===== src/rtl/qvalue_compute_seq.sv =====
// Q-value engine: normalised energy and reciprocal hop terms from one shared restoring divider, then an alpha-weighted mix.
// Latency: done pulses 2N+2 clock edges after start is sampled (N = WORD_WIDTH+FRAC_BITS), independent of operands.
// Backpressure: none; start is only honoured in IDLE and ignored while busy, so inputs may change freely while busy.
module qvalue_compute_seq #(
    parameter int WORD_WIDTH = 16,
    parameter int FRAC_BITS  = 11   // must be smaller than WORD_WIDTH
) (
    input  logic                  clk,
    input  logic                  nrst,
    input  logic                  start,
    input  logic [WORD_WIDTH-1:0] myEnergy,
    input  logic [WORD_WIDTH-1:0] minEnergy,
    input  logic [WORD_WIDTH-1:0] maxEnergy,
    input  logic [WORD_WIDTH-1:0] hopsFromSink,
    input  logic [WORD_WIDTH-1:0] alpha,
    output logic                  busy,
    output logic                  done,
    output logic [WORD_WIDTH-1:0] q_energy,
    output logic [WORD_WIDTH-1:0] q_hop,
    output logic [WORD_WIDTH-1:0] q_value
);

    localparam int N  = WORD_WIDTH + FRAC_BITS;
    localparam int CW = $clog2(N + 1);
    localparam logic [WORD_WIDTH-1:0] ONE        = {{(WORD_WIDTH-1){1'b0}}, 1'b1} << FRAC_BITS;
    localparam logic [CW-1:0]         CNT_E_LAST = CW'(N);
    localparam logic [CW-1:0]         CNT_H_LAST = CW'(N - 1);

    typedef enum logic [1:0] {IDLE, DIV_E, DIV_H, COMBINE} state_t;

    state_t state, state_nx;

    // Operands frozen at capture; nothing upstream can disturb a running computation.
    logic [WORD_WIDTH-1:0] my_r, min_r, max_r, hop_r, alpha_r;
    logic [CW-1:0]         cnt;
    logic [WORD_WIDTH-1:0] rem;
    logic [N-1:0]          quo;     // numerator shifts out the top, quotient bits shift in at the bottom
    logic [WORD_WIDTH-1:0] div_r;
    logic [WORD_WIDTH-1:0] qe_div;

    logic [WORD_WIDTH:0]     trial;
    logic                    take;
    logic [WORD_WIDTH-1:0]   rem_nx;
    logic [N-1:0]            quo_nx;
    logic [WORD_WIDTH-1:0]   qe_fin, qh_fin, alpha_c, qv_fin;
    logic [2*WORD_WIDTH-1:0] mix, mix_sh;

    assign busy = (state != IDLE);

    // One restoring-division step on the shared divider registers.
    always_comb begin
        trial  = {rem, quo[N-1]};
        take   = (trial >= {1'b0, div_r});
        rem_nx = take ? WORD_WIDTH'(trial - {1'b0, div_r}) : trial[WORD_WIDTH-1:0];
        quo_nx = {quo[N-2:0], take};
    end

    // Apply the degenerate-case overrides and form the weighted mix.
    always_comb begin
        if (max_r <= min_r)      qe_fin = ONE;
        else if (my_r <= min_r)  qe_fin = '0;
        else if (my_r >= max_r)  qe_fin = ONE;
        else                     qe_fin = qe_div;

        // Any quotient above ONE can only come from a small or zero divisor, which the override already covers.
        if (hop_r < ONE || |(quo >> WORD_WIDTH)) qh_fin = ONE;
        else                                      qh_fin = quo[WORD_WIDTH-1:0];

        alpha_c = (alpha_r > ONE) ? ONE : alpha_r;
        mix     = {{WORD_WIDTH{1'b0}}, alpha_c} * {{WORD_WIDTH{1'b0}}, qe_fin}
                + {{WORD_WIDTH{1'b0}}, ONE - alpha_c} * {{WORD_WIDTH{1'b0}}, qh_fin};
        mix_sh  = mix >> FRAC_BITS;
        qv_fin  = (|(mix_sh >> WORD_WIDTH)) ? ONE : mix_sh[WORD_WIDTH-1:0];
    end

    // State register.
    always_ff @(posedge clk or negedge nrst) begin
        if (!nrst) state <= IDLE;
        else       state <= state_nx;
    end

    // Next-state: each divide phase ends on its iteration count, COMBINE lasts one cycle.
    always_comb begin
        state_nx = state;
        case (state)
            IDLE:    if (start) state_nx = DIV_E;
            DIV_E:   if (cnt == CNT_E_LAST) state_nx = DIV_H;
            DIV_H:   if (cnt == CNT_H_LAST) state_nx = COMBINE;
            COMBINE: state_nx = IDLE;
            default: state_nx = IDLE;
        endcase
    end

    // Datapath: capture, divider load/iterate (first DIV_E cycle loads), result load with done pulse.
    always_ff @(posedge clk or negedge nrst) begin
        if (!nrst) begin
            my_r <= '0; min_r <= '0; max_r <= '0; hop_r <= '0; alpha_r <= '0;
            cnt <= '0; rem <= '0; quo <= '0; div_r <= '0; qe_div <= '0;
            q_energy <= '0; q_hop <= '0; q_value <= '0;
            done <= 1'b0;
        end else begin
            done <= 1'b0;
            case (state)
                IDLE: begin
                    cnt <= '0;
                    if (start) begin
                        my_r    <= myEnergy;
                        min_r   <= minEnergy;
                        max_r   <= maxEnergy;
                        hop_r   <= hopsFromSink;
                        alpha_r <= alpha;
                    end
                end
                DIV_E: begin
                    if (cnt == '0) begin
                        rem   <= '0;
                        quo   <= {WORD_WIDTH'(my_r - min_r), {FRAC_BITS{1'b0}}};
                        div_r <= max_r - min_r;
                        cnt   <= cnt + 1'b1;
                    end else if (cnt == CNT_E_LAST) begin
                        // Last energy step: keep its quotient and reload the divider for the hop term.
                        qe_div <= (|(quo_nx >> WORD_WIDTH)) ? ONE : quo_nx[WORD_WIDTH-1:0];
                        rem    <= '0;
                        quo    <= {ONE, {FRAC_BITS{1'b0}}};
                        div_r  <= hop_r;
                        cnt    <= '0;
                    end else begin
                        rem <= rem_nx;
                        quo <= quo_nx;
                        cnt <= cnt + 1'b1;
                    end
                end
                DIV_H: begin
                    rem <= rem_nx;
                    quo <= quo_nx;
                    cnt <= cnt + 1'b1;
                end
                COMBINE: begin
                    q_energy <= qe_fin;
                    q_hop    <= qh_fin;
                    q_value  <= qv_fin;
                    done     <= 1'b1;
                    cnt      <= '0;
                end
                default: cnt <= '0;
            endcase
        end
    end

endmodule


===== config.mk =====
export PLATFORM = sky130hd
export DESIGN_NAME = qvalue_compute_seq
export DESIGN_NICKNAME = d
export VERILOG_FILES = /design/src/rtl/qvalue_compute_seq.sv
export SDC_FILE = /design/constraint.sdc
export NUM_CORES = 2
export LEC_CHECK = 0
export CORE_ASPECT_RATIO = 0.9
export CORE_MARGIN = 4
export CORE_UTILIZATION = 44
export CTS_BUF_LIST = sky130_fd_sc_hd__clkbuf_4 sky130_fd_sc_hd__clkbuf_8
export DETAILED_ROUTE_END_ITERATION = 10
export HOLD_SLACK_MARGIN = 0.03
export PLACE_DENSITY = 0.62
export SLEW_MARGIN = 20
export SYNTH_ARGS = -nofsm -noshare
export SYNTH_HDL_FRONTEND = slang
export SYNTH_SLANG_ARGS = --single-unit
export TNS_END_PERCENT = 30

===== constraint.sdc =====
create_clock -name clk -period 10.8 [get_ports clk]
set_input_delay 2.16 -clock clk [delete_from_list [all_inputs] [get_ports clk]]
set_output_delay 2.16 -clock clk [all_outputs]
set_load 0.02 [all_outputs]

== Yosys cells after proc, flatten, opt, wreduce, memory -nomap -nowiden ==
Cells that the tools add are included.

* Add/sub/neg operators: 6
* $mul: 2
* $lt $le $gt $ge: 6
* Equal/unequal tests: 8
* Muxes and demuxes: 24
* Bitwise logic cells: 1
* Reductions and logical operators: 14

{| class="wikitable"
|+ Operator list
! kind !! number
|-
| $mux W16 || 12
|-
| $mul A16 B16 Y32 || 2
|-
| $mux W27 || 2
|-
| $pmux W27 S2 || 1
|-
| $sub A16 B16 Y16 || 3
|-
| $add A32 B32 Y32 || 1
|-
| $le A16 B16 Y1 || 2
|-
| $pmux W16 S2 || 1
|-
| $reduce_or A11 Y1 || 2
|-
| $ge A17 B16 Y1 || 1
|-
| $ge A16 B16 Y1 || 1
|-
| $gt A16 B12 Y1 const B || 1
|-
| $lt A16 B12 Y1 const B || 1
|-
| $sub A12 B16 Y16 const A || 1
|-
| $pmux W5 S3 || 1
|-
| $eq A5 B5 Y1 const B || 2
|-
| $mux W5 || 2
|-
| $pmux W2 S4 || 1
|-
| $mux W2 || 3
|-
| $ne A2 B2 Y1 const B || 3
|-
| $reduce_and A3 Y1 || 2
|-
| $reduce_bool A2 Y1 || 3
|-
| $add A5 B1 Y5 const B || 1
|-
| $logic_not A5 Y1 || 1
|-
| 9 further kinds || 11
|}

* Bits in registers: 211
* Output and inout bits: 50
* Logic and storage cells: 76

== Depth between registers and ports, before layout ==
* Word-level depth: 8
* Gate-level depth with buffers: 41

== Least setup slack after synthesis ==
OpenSTA, ideal clock, no wires.

* Kind: register to register
* From: register alpha_r[2]
* To: register q_value[10]
* Library setup time: 0.135 ns
* Data arrival time: 9.762 ns
* Slack: 0.904 ns
* Stages on the path, launching flop included: 36
* Path buffers: 5
* Cell sequence: dfrtp_1 > or3_1 > or4_4 > nor3_4 > nand2_1 > a21oi_4 > buf_2 > nand2_1 > buf_2 > ha_1 > buf_1 > and2_1 > buf_4 > a311oi_4 > nor2_1 > fa_1 > inv_1 > fa_1 > fa_1 > fa_1 > inv_1 > fa_1 > fa_1 > fa_1 > fa_1 > ha_1 > nand3_1 > a2111oi_0 > a21o_1 > a211oi_1 > o21ai_0 > a21oi_1 > nor3b_1 > o211ai_1 > buf_2 > o22ai_1

* Word-level cells in the longest chain between the ends: 7
* Elaborated cells between the ends (all ways): 8
* Classes of those cells: add/sub: 2; mul: 2; order compare: 1; mux: 2; reduce/logical: 1

{| class="wikitable"
|+ RTL lines
! what !! RTL line !! RTL
|-
| from (decl) || 34 || <nowiki>logic [WORD_WIDTH-1:0] my_r, min_r, max_r, hop_r, alpha_r;</nowiki>
|-
| from (signal assigned) || 111 || <nowiki>alpha_r <= alpha;</nowiki>
|-
| $gt A16 B12 Y1 || 69 || <nowiki>alpha_c = (alpha_r > ONE) ? ONE : alpha_r;</nowiki>
|-
| $mux W16 * || 69 ||
|-
| $sub A12 B16 Y16 || 71 || <nowiki>+ {{WORD_WIDTH{1'b0}}, ONE - alpha_c} * {{WORD_WIDTH{1'b0}}, qh_fin};</nowiki>
|-
| $mul A16 B16 Y32 || 71 ||
|-
| $add A32 B32 Y32 * || 71 ||
|-
| $reduce_or A5 Y1 || 73 || <nowiki>qv_fin = (|(mix_sh >> WORD_WIDTH)) ? ONE : mix_sh[WORD_WIDTH-1:0];</nowiki>
|-
| $mux W16 * || 73 ||
|-
| to (signal assigned) || 141 || <nowiki>q_value <= qv_fin;</nowiki>
|-
| to (decl) || 20 || <nowiki>output logic [WORD_WIDTH-1:0] q_value</nowiki>
|}

Mark *: on every way between the ends. The rest lies on a longest branch, timed or not.
A chain may end at the register's enable or synchronous reset.

== Worst setup path after layout ==
* From: register alpha_r[3]
* To: register q_value[11]

Same word-level chain as after synthesis.

==> flow_summary.yaml <==
outcome:
  status: "finished, final reports clean"
placed_design:
  placed_area_sq_um: 31100
  gp_congestion: 0.946
  port_buffers: 132
  hpwl_microns: 63700
synth:
  ys_async_sr_fraction_pct: 100
  synth_edf_count: 0
  syn_inst: 2993
  ys.flop_type: "dfrtp_1"
  synth.top_cells.by_area: "fa_1 32%, dfrtp_1 19%, ha_1 12%, inv_1 8.7%, mux2_2 3.8%"
  syn_avg_cell_area_sq_um: 9.48
  synth_area_sq_um: 28400
  ys_ff_latch: 211
  ys_seq_area_share_pct: 18.6
  synth_largest_area_cell: "fa_1"
  synth_top_area_share_pct: 31.6
  synth_cell_types: 73
  synth_warnings: 0
critical_path:
  cp_slowest_stage_delay_ns: 0.53
  cp-end-kind: "flop"
  critPathKind: "reg2reg"
  rr_startpoint: "alpha_r[3]"
  r2r_setup_slack_ns: 0.59
  crit_top_cell: "fa_1"
  arrival_ns: 10.72
  reg2reg_depth: 37
  worstPathRequired_ns: 11.31
  r2r_end: "q_value[11]"
  crit_path_start_kind: "flop"
  worst-path-max-fanout: 16
  cp_slowest_cell: "fa_1"
cts:
  cts.clk_slew.worst_paths_ns: 0.07
  root_buffer: "clkbuf_8"
  cts_tree: "done"
  postCtsSetupRepairBufs: 0
  clock_sinks: 211
  cts_resized: 0
  ctsHoldBuffers: 0
  htreeDepth: 2
  cts_buffers: 41
  cts.path.max_buffers: 3
  clkLatencyLatePin_ns: 0.64
floorplanning:
  start_util_pct: 44.3
  die_y_microns: 249
  rows: 88
  core_area_sq_um: 64000
  io_pins: 133
  die_w_microns: 276
  die_area_sq_um: 68600
flow_run:
  drv_cap: 0
power:
  p_per_area_nw_per_um2: 264
  total_power_w: 0.00845
  leakage_nw: 15.6
  ir_drop_mv: 0.482
timing:
  setup_viol: 0
  max_clock_freq_ghz: 0.0979
  finalCritPeriodShare_pct: 94.5
  relSlewSlack_pct: 21.8
  tightest_slew_ns: 1.16
  finalClockSkew_ns: 0.0284
  hold_ws_ns: 0.487
  slew_viol_final: 0
  fin_crit_ns: 10.21
  final-hold-violation-count: 0
grt:
  overflow: 0
  grt_pass1_wl_microns: 127000
  antenna_found_initial: 1
  grt_pass1_vias: 22700
  gr-usage-all-layers_pct: 23.6
  grt_max_degree: 133
cells_and_area:
  drive_above_1_share_pct: 8.29
  largest_reg_flops: 27
  nets: 3973
  regMostFlops: "quo"
  postLayoutCellArea_sq_um: 32000
  areaGrowthSynthToFinish_pct: 13.0
worst_hold_path:
  hold_depth: 2
  hold-path-endpoint: "div_r[8]"
  hp-start: "div_r[8]"
  hold_class: "reg2reg"
drt:
  wl_per_cell_microns: 19.5
  ant_nets: 0
  firstDrtPassIters: 5
  wl_microns: 79100
  dr_total_vias: 21700
  dr.first_iter.drc_count: 1547
  vias_per_cell: 5.34
  drc_errors: 0
==> power by group <==
part           switching, W  internal (W)  total (W)
registers          0.000255       0.00107    0.00133
logic               0.00381       0.00242    0.00623
clock network      0.000405      0.000486   0.000890
total               0.00447       0.00398    0.00845
==> worst max path at each step <==
| stage | endpoint | cells past startpoint | slack, ns | start |
|---|---|---|---|---|
| floorplan | q_value[10] | 35 | 0.90 | alpha_r[2] |
| global placement | q_value[11] | 38 | 0.31 | min_r[0] |
| detailed placement | q_value[5] | 38 | 0.13 | min_r[0] |
| CTS | q_value[5] | 38 | 0.07 | min_r[0] |
| global route | q_value[11] | 36 | -0.05 | min_r[0] |
| finish | q_value[11] | 37 | 0.59 | alpha_r[3] |
==> Yosys cell counts (56+ instances only) <==
cell and number:
a21oi_1 100, nor2_1 206, clkbuf_1 106, nand2_1 189, ha_1 263, and4_1 81, mux2_2 96, o21ai_0 68
dfrtp_1 211, fa_1 447, inv_1 657, nand4_1 56, nor3_1 58
==> critical path, delay by kind of cell, from the launching register on <==
family,cells,cell delay (ns)
flops,1,0.37
compound gates,9,2.04
fa+ha+maj,10,4.51
simple gates,8,2.12
buf+inv,10,1.05
==> routing by layer <==
metal / routed length [microns] / GRT usage [%] / vias up
met5: 0 / 0 / -
met4: 2920 / 7.83 / 0
met3: 6290 / 5.36 / 135
met2: 36300 / 36.5 / 708
met1: 33600 / 33.1 / 10900
li1: - / - / 9913
==> cell type report <==
cell class / instances / area (sq um)
timing repair buffer: 197 / 1840
tap: 855 / 1070
multi-input combinational: 2072 / 20500
sequential: 211 / 5280
fill: 5943 / 31900
antenna: 1 / 2.50
inverter: 657 / 2470
clock inverter: 12 / 129
clock buffer: 59 / 762
==> cell families after synthesis <==
logic type | synth area share, %
other | 0.0265
AND/OR/NAND/NOR | 13.5
flip-flops | 18.6
multiplexers | 4.06
AO/OA/AOI/OAI | 7.76
adder cells (fa/ha/maj) | 43.2
buffers and inverters | 10.8
XOR/XNOR | 2.06
==> metrics by stage <==
| step | std cells | utilization, % | setup WS, ns | setup TNS, ns |
|---|---|---|---|---|
| floorplan | 3087 | - | 0.904 | 0 |
| global placement | 3992 | 48.6 | 0.314 | 0 |
| detailed placement | 3992 | 48.6 | 0.127 | 0 |
| CTS | 4063 | 50.0 | 0.0723 | 0 |
| global route | 4064 | 50.1 | -0.0484 | -0.0484 |
| finish | 4064 | 50.1 | 0.589 | 0 |
==> layout by cell type, fill, tap and decap left out, drive strengths merged, types with 59 or more instances in the layout <==
cell type,instances
mux2,96
and4,81
nor2,206
nand2,189
a21oi,101
o21ai,68
conb,96
inv,659
dfrtp,211
clkbuf,59
buf,66
fa,447
nor3,59
clkdlybuf4s50,131
ha,263
No activity file was read; power rests on OpenSTA's default activity.
